<file path="src/rtl/if_fetch_unit_pkg.sv">
// Shared definitions for the instruction fetch stage: FSM encoding and control-level constants.
package if_fetch_unit_pkg;

   typedef enum logic [1:0] {
      IF_IDLE = 2'd0,
      IF_REQ  = 2'd1,
      IF_DROP = 2'd2
   } if_state_e;

   localparam logic STOP         = 1'b1;
   localparam logic NO_STOP      = 1'b0;
   localparam logic BRANCH       = 1'b1;
   localparam logic NOT_BRANCH   = 1'b0;
   localparam logic CHIP_ENABLE  = 1'b1;
   localparam logic CHIP_DISABLE = 1'b0;

endpackage

</file>
<file path="src/rtl/if_fetch_unit_fifo.sv">
// Prefetch buffer: synchronous FIFO with flush. Flush wins over push/pop in the same cycle;
// the head word is forced to zero while the buffer is empty.
module if_fifo #(
   parameter int DEPTH = 4,
   parameter int WIDTH = 64
) (
   input  logic                         clk,
   input  logic                         rst,
   input  logic                         i_flush,
   input  logic                         i_push,
   input  logic                         i_pop,
   input  logic [WIDTH-1:0]             i_data,
   output logic [WIDTH-1:0]             o_data,
   output logic                         o_valid,
   output logic [$clog2(DEPTH):0]       o_count
);

   localparam int AW = $clog2(DEPTH);
   localparam int CW = AW + 1;
   localparam logic [CW-1:0] FULL_CNT = CW'(DEPTH);

   logic [WIDTH-1:0] r_mem [DEPTH];
   logic [AW-1:0]    r_wr_ptr;
   logic [AW-1:0]    r_rd_ptr;
   logic [CW-1:0]    r_count;

   logic w_full;
   logic w_empty;
   logic w_do_pop;
   logic w_do_push;

   assign w_full    = (r_count == FULL_CNT);
   assign w_empty   = (r_count == '0);
   assign w_do_pop  = i_pop && !i_flush && !w_empty;
   assign w_do_push = i_push && !i_flush && (!w_full || w_do_pop);

   always_ff @(posedge clk or posedge rst) begin
      if (rst) begin
         r_wr_ptr <= '0;
         r_rd_ptr <= '0;
         r_count  <= '0;
      end else if (i_flush) begin
         r_wr_ptr <= '0;
         r_rd_ptr <= '0;
         r_count  <= '0;
      end else begin
         if (w_do_push) r_wr_ptr <= r_wr_ptr + AW'(1);
         if (w_do_pop)  r_rd_ptr <= r_rd_ptr + AW'(1);
         case ({w_do_push, w_do_pop})
            2'b10:   r_count <= r_count + CW'(1);
            2'b01:   r_count <= r_count - CW'(1);
            default: r_count <= r_count;
         endcase
      end
   end

   // Storage needs no reset: the head is masked until a word has been written.
   always_ff @(posedge clk) begin
      if (w_do_push) r_mem[r_wr_ptr] <= i_data;
   end

   assign o_valid = !w_empty;
   assign o_data  = w_empty ? '0 : r_mem[r_rd_ptr];
   assign o_count = r_count;

endmodule

</file>
<file path="src/rtl/if_fetch_unit.sv">
// Fetch stage: PC generator, single-outstanding req/ack memory fetch FSM and prefetch buffer.
// Optional performance counters are built when IF_FETCH_PERF_EN is defined.
module if_fetch_unit
   import if_fetch_unit_pkg::*;
#(
   parameter int                ADDR_W     = 32,
   parameter int                INST_W     = 32,
   parameter logic [ADDR_W-1:0] RESET_PC   = '0,
   parameter int                FIFO_DEPTH = 4,
   parameter int                STALL_W    = 6
) (
   input  logic                clk,
   input  logic                rst,
   input  logic [STALL_W-1:0]  stall,
   input  logic                branch_flag_i,
   input  logic [ADDR_W-1:0]   branch_address_i,
   output logic                mem_req_o,
   output logic [ADDR_W-1:0]   mem_addr_o,
   input  logic                mem_ack_i,
   input  logic [INST_W-1:0]   mem_data_i,
   output logic                if_valid_o,
   output logic [ADDR_W-1:0]   if_pc_o,
   output logic [INST_W-1:0]   if_inst_o,
`ifdef IF_FETCH_PERF_EN
   output logic [31:0]         perf_fetch_cnt_o,
   output logic [31:0]         perf_flush_cnt_o,
`endif
   output logic [1:0]          o_dbg_state
);

   localparam int                STEP       = INST_W / 8;
   localparam int                CNT_W      = $clog2(FIFO_DEPTH) + 1;
   localparam int                ENTRY_W    = ADDR_W + INST_W;
   localparam logic [ADDR_W-1:0] STEP_A     = ADDR_W'(STEP);
   localparam logic [ADDR_W-1:0] ALIGN_MASK = ~(ADDR_W'(STEP - 1));
   localparam logic [CNT_W-1:0]  FIFO_FULL  = CNT_W'(FIFO_DEPTH);

   if_state_e         r_state;
   if_state_e         w_state_nxt;
   logic [ADDR_W-1:0] r_fetch_pc;
   logic [ADDR_W-1:0] w_fetch_pc_nxt;
   logic              r_mem_req;
   logic              w_mem_req_nxt;
   logic [ADDR_W-1:0] r_mem_addr;
   logic [ADDR_W-1:0] w_mem_addr_nxt;

   logic              w_branch;
   logic              w_fetch_stop;
   logic              w_dec_hold;
   logic [ADDR_W-1:0] w_target;
   logic              w_push;
   logic              w_pop;
   logic [ENTRY_W-1:0] w_head;
   logic              w_head_valid;
   logic [CNT_W-1:0]  w_fifo_count;
   logic [CNT_W-1:0]  w_post_cnt;
   logic              w_room;
   logic              w_room_after;
   logic              w_unused_stall;

   assign w_branch     = (branch_flag_i == BRANCH);
   assign w_fetch_stop = (stall[0] == STOP);
   assign w_dec_hold   = (stall[1] == STOP);
   assign w_target     = branch_address_i & ALIGN_MASK;
   assign w_unused_stall = ^stall;

   // A redirect flushes the buffer, so the pop of that cycle is suppressed too.
   assign w_pop        = w_head_valid && !w_dec_hold && !w_branch;
   assign w_post_cnt   = w_fifo_count + CNT_W'(1) - CNT_W'(w_pop);
   assign w_room       = (w_fifo_count < FIFO_FULL);
   assign w_room_after = (w_post_cnt < FIFO_FULL);

   always_comb begin
      w_state_nxt    = r_state;
      w_fetch_pc_nxt = r_fetch_pc;
      w_mem_req_nxt  = r_mem_req;
      w_mem_addr_nxt = r_mem_addr;
      w_push         = 1'b0;
      case (r_state)
         IF_IDLE: begin
            if (w_branch) begin
               w_fetch_pc_nxt = w_target;
            end else if (!w_fetch_stop && w_room) begin
               w_state_nxt    = IF_REQ;
               w_mem_req_nxt  = CHIP_ENABLE;
               w_mem_addr_nxt = r_fetch_pc;
            end
         end
         IF_REQ: begin
            if (w_branch) begin
               w_fetch_pc_nxt = w_target;
               if (mem_ack_i) begin
                  w_state_nxt   = IF_IDLE;
                  w_mem_req_nxt = CHIP_DISABLE;
               end else begin
                  w_state_nxt = IF_DROP;
               end
            end else if (mem_ack_i) begin
               w_push         = 1'b1;
               w_fetch_pc_nxt = r_fetch_pc + STEP_A;
               if (w_room_after && !w_fetch_stop) begin
                  w_mem_addr_nxt = r_fetch_pc + STEP_A;
               end else begin
                  w_state_nxt   = IF_IDLE;
                  w_mem_req_nxt = CHIP_DISABLE;
               end
            end
         end
         IF_DROP: begin
            // The old request stays on the bus until the memory answers it.
            if (w_branch) w_fetch_pc_nxt = w_target;
            if (mem_ack_i) begin
               w_state_nxt   = IF_IDLE;
               w_mem_req_nxt = CHIP_DISABLE;
            end
         end
         default: begin
            w_state_nxt   = IF_IDLE;
            w_mem_req_nxt = CHIP_DISABLE;
         end
      endcase
   end

   always_ff @(posedge clk or posedge rst) begin
      if (rst) begin
         r_state    <= IF_IDLE;
         r_fetch_pc <= RESET_PC;
         r_mem_req  <= CHIP_DISABLE;
         r_mem_addr <= RESET_PC;
      end else begin
         r_state    <= w_state_nxt;
         r_fetch_pc <= w_fetch_pc_nxt;
         r_mem_req  <= w_mem_req_nxt;
         r_mem_addr <= w_mem_addr_nxt;
      end
   end

   if_fifo #(
      .DEPTH (FIFO_DEPTH),
      .WIDTH (ENTRY_W)
   ) u_fifo (
      .clk     (clk),
      .rst     (rst),
      .i_flush (w_branch),
      .i_push  (w_push),
      .i_pop   (w_pop),
      .i_data  ({r_fetch_pc, mem_data_i}),
      .o_data  (w_head),
      .o_valid (w_head_valid),
      .o_count (w_fifo_count)
   );

   assign mem_req_o   = r_mem_req;
   assign mem_addr_o  = r_mem_addr;
   assign if_valid_o  = w_head_valid;
   assign if_pc_o     = w_head[ENTRY_W-1 -: ADDR_W];
   assign if_inst_o   = w_head[INST_W-1:0];
   assign o_dbg_state = r_state;

`ifdef IF_FETCH_PERF_EN
   logic [31:0] r_perf_fetch_cnt;
   logic [31:0] r_perf_flush_cnt;

   always_ff @(posedge clk or posedge rst) begin
      if (rst) begin
         r_perf_fetch_cnt <= '0;
         r_perf_flush_cnt <= '0;
      end else begin
         if (w_push)   r_perf_fetch_cnt <= r_perf_fetch_cnt + 32'd1;
         if (w_branch) r_perf_flush_cnt <= r_perf_flush_cnt + 32'd1;
      end
   end

   assign perf_fetch_cnt_o = r_perf_fetch_cnt;
   assign perf_flush_cnt_o = r_perf_flush_cnt;
`endif

endmodule

</file>
<file path="config.mk">
export PLATFORM = sky130hd
export DESIGN_NAME = if_fetch_unit
export DESIGN_NICKNAME = d
export VERILOG_FILES = /design/src/rtl/if_fetch_unit_pkg.sv /design/src/rtl/if_fetch_unit_fifo.sv /design/src/rtl/if_fetch_unit.sv
export SDC_FILE = /design/constraint.sdc
export NUM_CORES = 1
export LEC_CHECK = 0
export ABC_AREA = 1
export CAP_MARGIN = 20
export CORE_UTILIZATION = 55
export CTS_BUF_LIST = sky130_fd_sc_hd__clkbuf_8 sky130_fd_sc_hd__clkbuf_16
export CTS_CLUSTER_DIAMETER = 30
export DETAILED_ROUTE_END_ITERATION = 12
export GPL_ROUTABILITY_DRIVEN = 0
export PLACE_DENSITY = 0.8
export SYNTH_ARGS = -nofsm -noshare
export SYNTH_HDL_FRONTEND = slang
export SYNTH_SLANG_ARGS = --single-unit
</file>
<file path="constraint.sdc">
create_clock -name clk -period 12.2 [get_ports clk]
set_input_delay 2.44 -clock clk [delete_from_list [all_inputs] [get_ports clk]]
set_output_delay 2.44 -clock clk [all_outputs]
set_load 0.01 [all_outputs]
</file>
==> impl_metrics.ini <==
[flow_run]
drv_cap = 0

[synthesis]
ys_warn_count = 0
synth.most_common_cell = nor2_1
synth-edff-count = 248
synth_area_leaders = edfxtp_1 53%, dfrtp_1 13%, nor2_1 8.7%, nand2_1 6.7%, o21ai_0 5.9%
yosysSeqAreaShare_pct = 66.0
yosysTopAreaCell = edfxtp_1
yosysTopAreaCellShare_pct = 53.5
avgSynthCellArea_sq_um = 10.1
yosys_most_used_dff = edfxtp_1
synth_cell_types = 32
synthArstFlopShare_pct = 22.0
synth_top_cells_by_count = 321 x nor2_1, 248 x edfxtp_1, 248 x nand2_1
synth_seq_cells = 318
synth.cell_area_sq_um = 13900
syn_inst = 1384

[status]
outcome = completed

[floorplan]
core_sq_um = 24600
ioPinCount = 174
initial_utilization_pct = 56.6
die_area_sq_um = 26000
die_x_um = 161
die_h_um = 161
num_rows = 57

[cells_and_area]
regArea_sq_um = 9200
fillers = 1718
antenna-diode-count = 0
syn_to_final_growth_pct = 25.8
finalNetCount = 1623
multi_input_area_sq_um = 4220
drive_gt1_share_pct = 8.77

[setup_path]
crit_fanout = 76
r2r_start = u_fifo.r_rd_ptr[0]$_DFFE_PP0P_
startpoint_type = flop
crit_type = flop to output pin
critPathLaunch = u_fifo.r_rd_ptr[0]$_DFFE_PP0P_
crit_required_ps = 9760
cp.arrival_ps = 3770
end_kind = output pin

[clocking]
cts_hold_buf = 0
post_cts_buffers = 0
numCtsBuffers = 52
cts_root_buf = clkbuf_16
clk_pin_slew_worst_paths_ps = 50
htreeDepth = 2
cts_max_path_buffers = 3
cts_sinks = 318
ctsResizeCount = 0
clk_latency_ps = 560
cts_tree = yes

[placement]
hpwl_um = 18600
port_buffers = 163

[timing]
fmax_ghz = 0.161
fin_worst_skew_ps = 13.7
worstMarginPinSlew_ps = 1010
hold_slack_ps = 474
period_needed_ps = 6210
rsz0062_at_grt = no
setup_viol = 0
drv_slew = 0
hold_viol = 0
setup_tns_ps = 0
finalCritPeriodShare_pct = 50.9
maxSlewHeadroom_pct = 32.7

[global_route]
grt_overflow_total = 0
grt_util_all_layers_pct = 26.0
antenna_found_initial = 0
grt_max_degree = 81
grt_pass1_vias = 10400
grt_first_pass_wirelength_um = 52500

[power]
p_int_mw = 2.76
pwr-share-clk_pct = 34.0
p_seq_share_pct = 34.7
peakVddDrop_v = 0.000175
p_leak_nw = 6.62
p_comb_share_pct = 31.3
netSwitchingFraction_pct = 34.3
power_density_nw_per_um2 = 240
p_sw_mw = 1.44

[drt]
drc = 0
drt_iter0_drc = 993
firstDrtPassIters = 6
wl_per_cell_um = 17.5
avgViaCountPerCell = 5.54
routed_wl_um = 33300
vias = 10600
ant_nets = 0

[min_path]
min_from = mem_addr_o[6]$_DFFE_PP0P_
hp-class = flop to flop
path summary, 6_finish.rpt:
path | to | slack, ps | cells past startpoint
max in group asynchronous | u_fifo.r_rd_ptr[0]$_DFFE_PP0P_ | 9010 | 3
min in group asynchronous | o_dbg_state[1]$_DFFE_PP0P_ | 2500 | 3
worst min-delay path | mem_addr_o[6]$_DFFE_PP0P_ | 470 | 2
worst min register to register | mem_addr_o[6]$_DFFE_PP0P_ | 470 | 2
worst max-delay path | if_pc_o[28] | 5990 | 5
worst max register to register | u_fifo.r_rd_ptr[1]$_DFFE_PP0P_ | 9600 | 6
critical path, stage by stage, from the launching register on:
cell and delay (ps):
dfrtp_4 670, inv_2 650, buf_4 690, o21ai_0 220
a21oi_1 320, clkdlybuf4s50_1 600
layout make-up:
type / count / share of cell area [%]
flip-flops and latches: 318 / 52.5
multi-input cells: 940 / 24.1
repair buffers: 175 / 9.83
clock buffers: 52 / 7.43
clock inverters: 46 / 2.61
well taps: 324 / 2.31
inverters: 54 / 1.16
state kept, by name (all words and copies together), names as in the netlist:
| register | cells |
|---|---|
| u_fifo.r_mem | 248 |
| mem_addr_o | 30 |
| r_fetch_pc | 30 |
| u_fifo.o_count | 3 |
| o_dbg_state | 2 |
| u_fifo.r_rd_ptr | 2 |
| u_fifo.r_wr_ptr | 2 |
| mem_req_o | 1 |
per-layer routing:
metal / wire length [um] / track usage (%) / part of all wire (%)
met1: 13600 / 34.1 / 41
met2: 16100 / 43.7 / 48
met3: 2840 / 4.31 / 8.5
met4: 842 / 9.43 / 2.5
met5: 0 / 0 / 0
logic make-up (layout without fill, tap and decap cells):
logic type	Yosys count	count (layout)	share of synthesized area, %
AOI/OAI and AO/OA	271	271	9.98
adders and majority gates	8	8	0.719
other	1	4	0.0269
DFF	318	318	66.0
xor gates and xnor gates	15	15	0.943
buffers and inverters	129	327	3.93
and+or+nand+nor	642	642	18.4
power by group through the flow:
stage	clock (mW)	combinational [mW]	sequential, mW
4_1_cts	1.45	1.32	1.45
3_3_place_gp	0	1.28	1.47
5_1_grt	1.49	1.43	1.47
6_report	1.43	1.31	1.46
2_1_floorplan	0	0.708	1.44
3_5_place_dp	0	1.31	1.47
metrics by stage:
step | worst slack (ps) | util [%] | area [sq um] | total power [mW] | std cells
after floorplan | 6210 | - | 13900 | 2.15 | 1387
after global placement | 6620 | 64.0 | 15800 | 2.75 | 1811
after detailed placement | 6560 | 64.0 | 15800 | 2.77 | 1811
after CTS | 5980 | 71.2 | 17500 | 4.22 | 1909
after global routing | 5810 | 71.2 | 17500 | 4.40 | 1909
final | 5990 | 71.2 | 17500 | 4.20 | 1909
cell usage in the layout (no fill, tap or decap), types with 2 or more instances in the layout:
master / instances
clkinvlp_4: 7
clkdlybuf4s50_1: 163
edfxtp_1: 248
inv_1: 46
nand4_1: 6
nand3_2: 2
inv_2: 10
nand2_1: 248
inv_8: 6
clkinv_8: 3
nand2_2: 7
nor2_2: 8
clkinv_2: 5
conb_1: 4
nand3_1: 46
clkbuf_16: 52
ha_1: 8
o21ai_1: 3
xor2_1: 13
clkinv_4: 5
o21ai_0: 165
o22ai_1: 19
clkinv_1: 6
nor2_1: 317
buf_4: 12
a21oi_1: 80
inv_6: 8
bufinv_16: 4
dfrtp_1: 68
nor2_4: 6
xnor2_1: 2
Power figures use the tool's default switching activity.
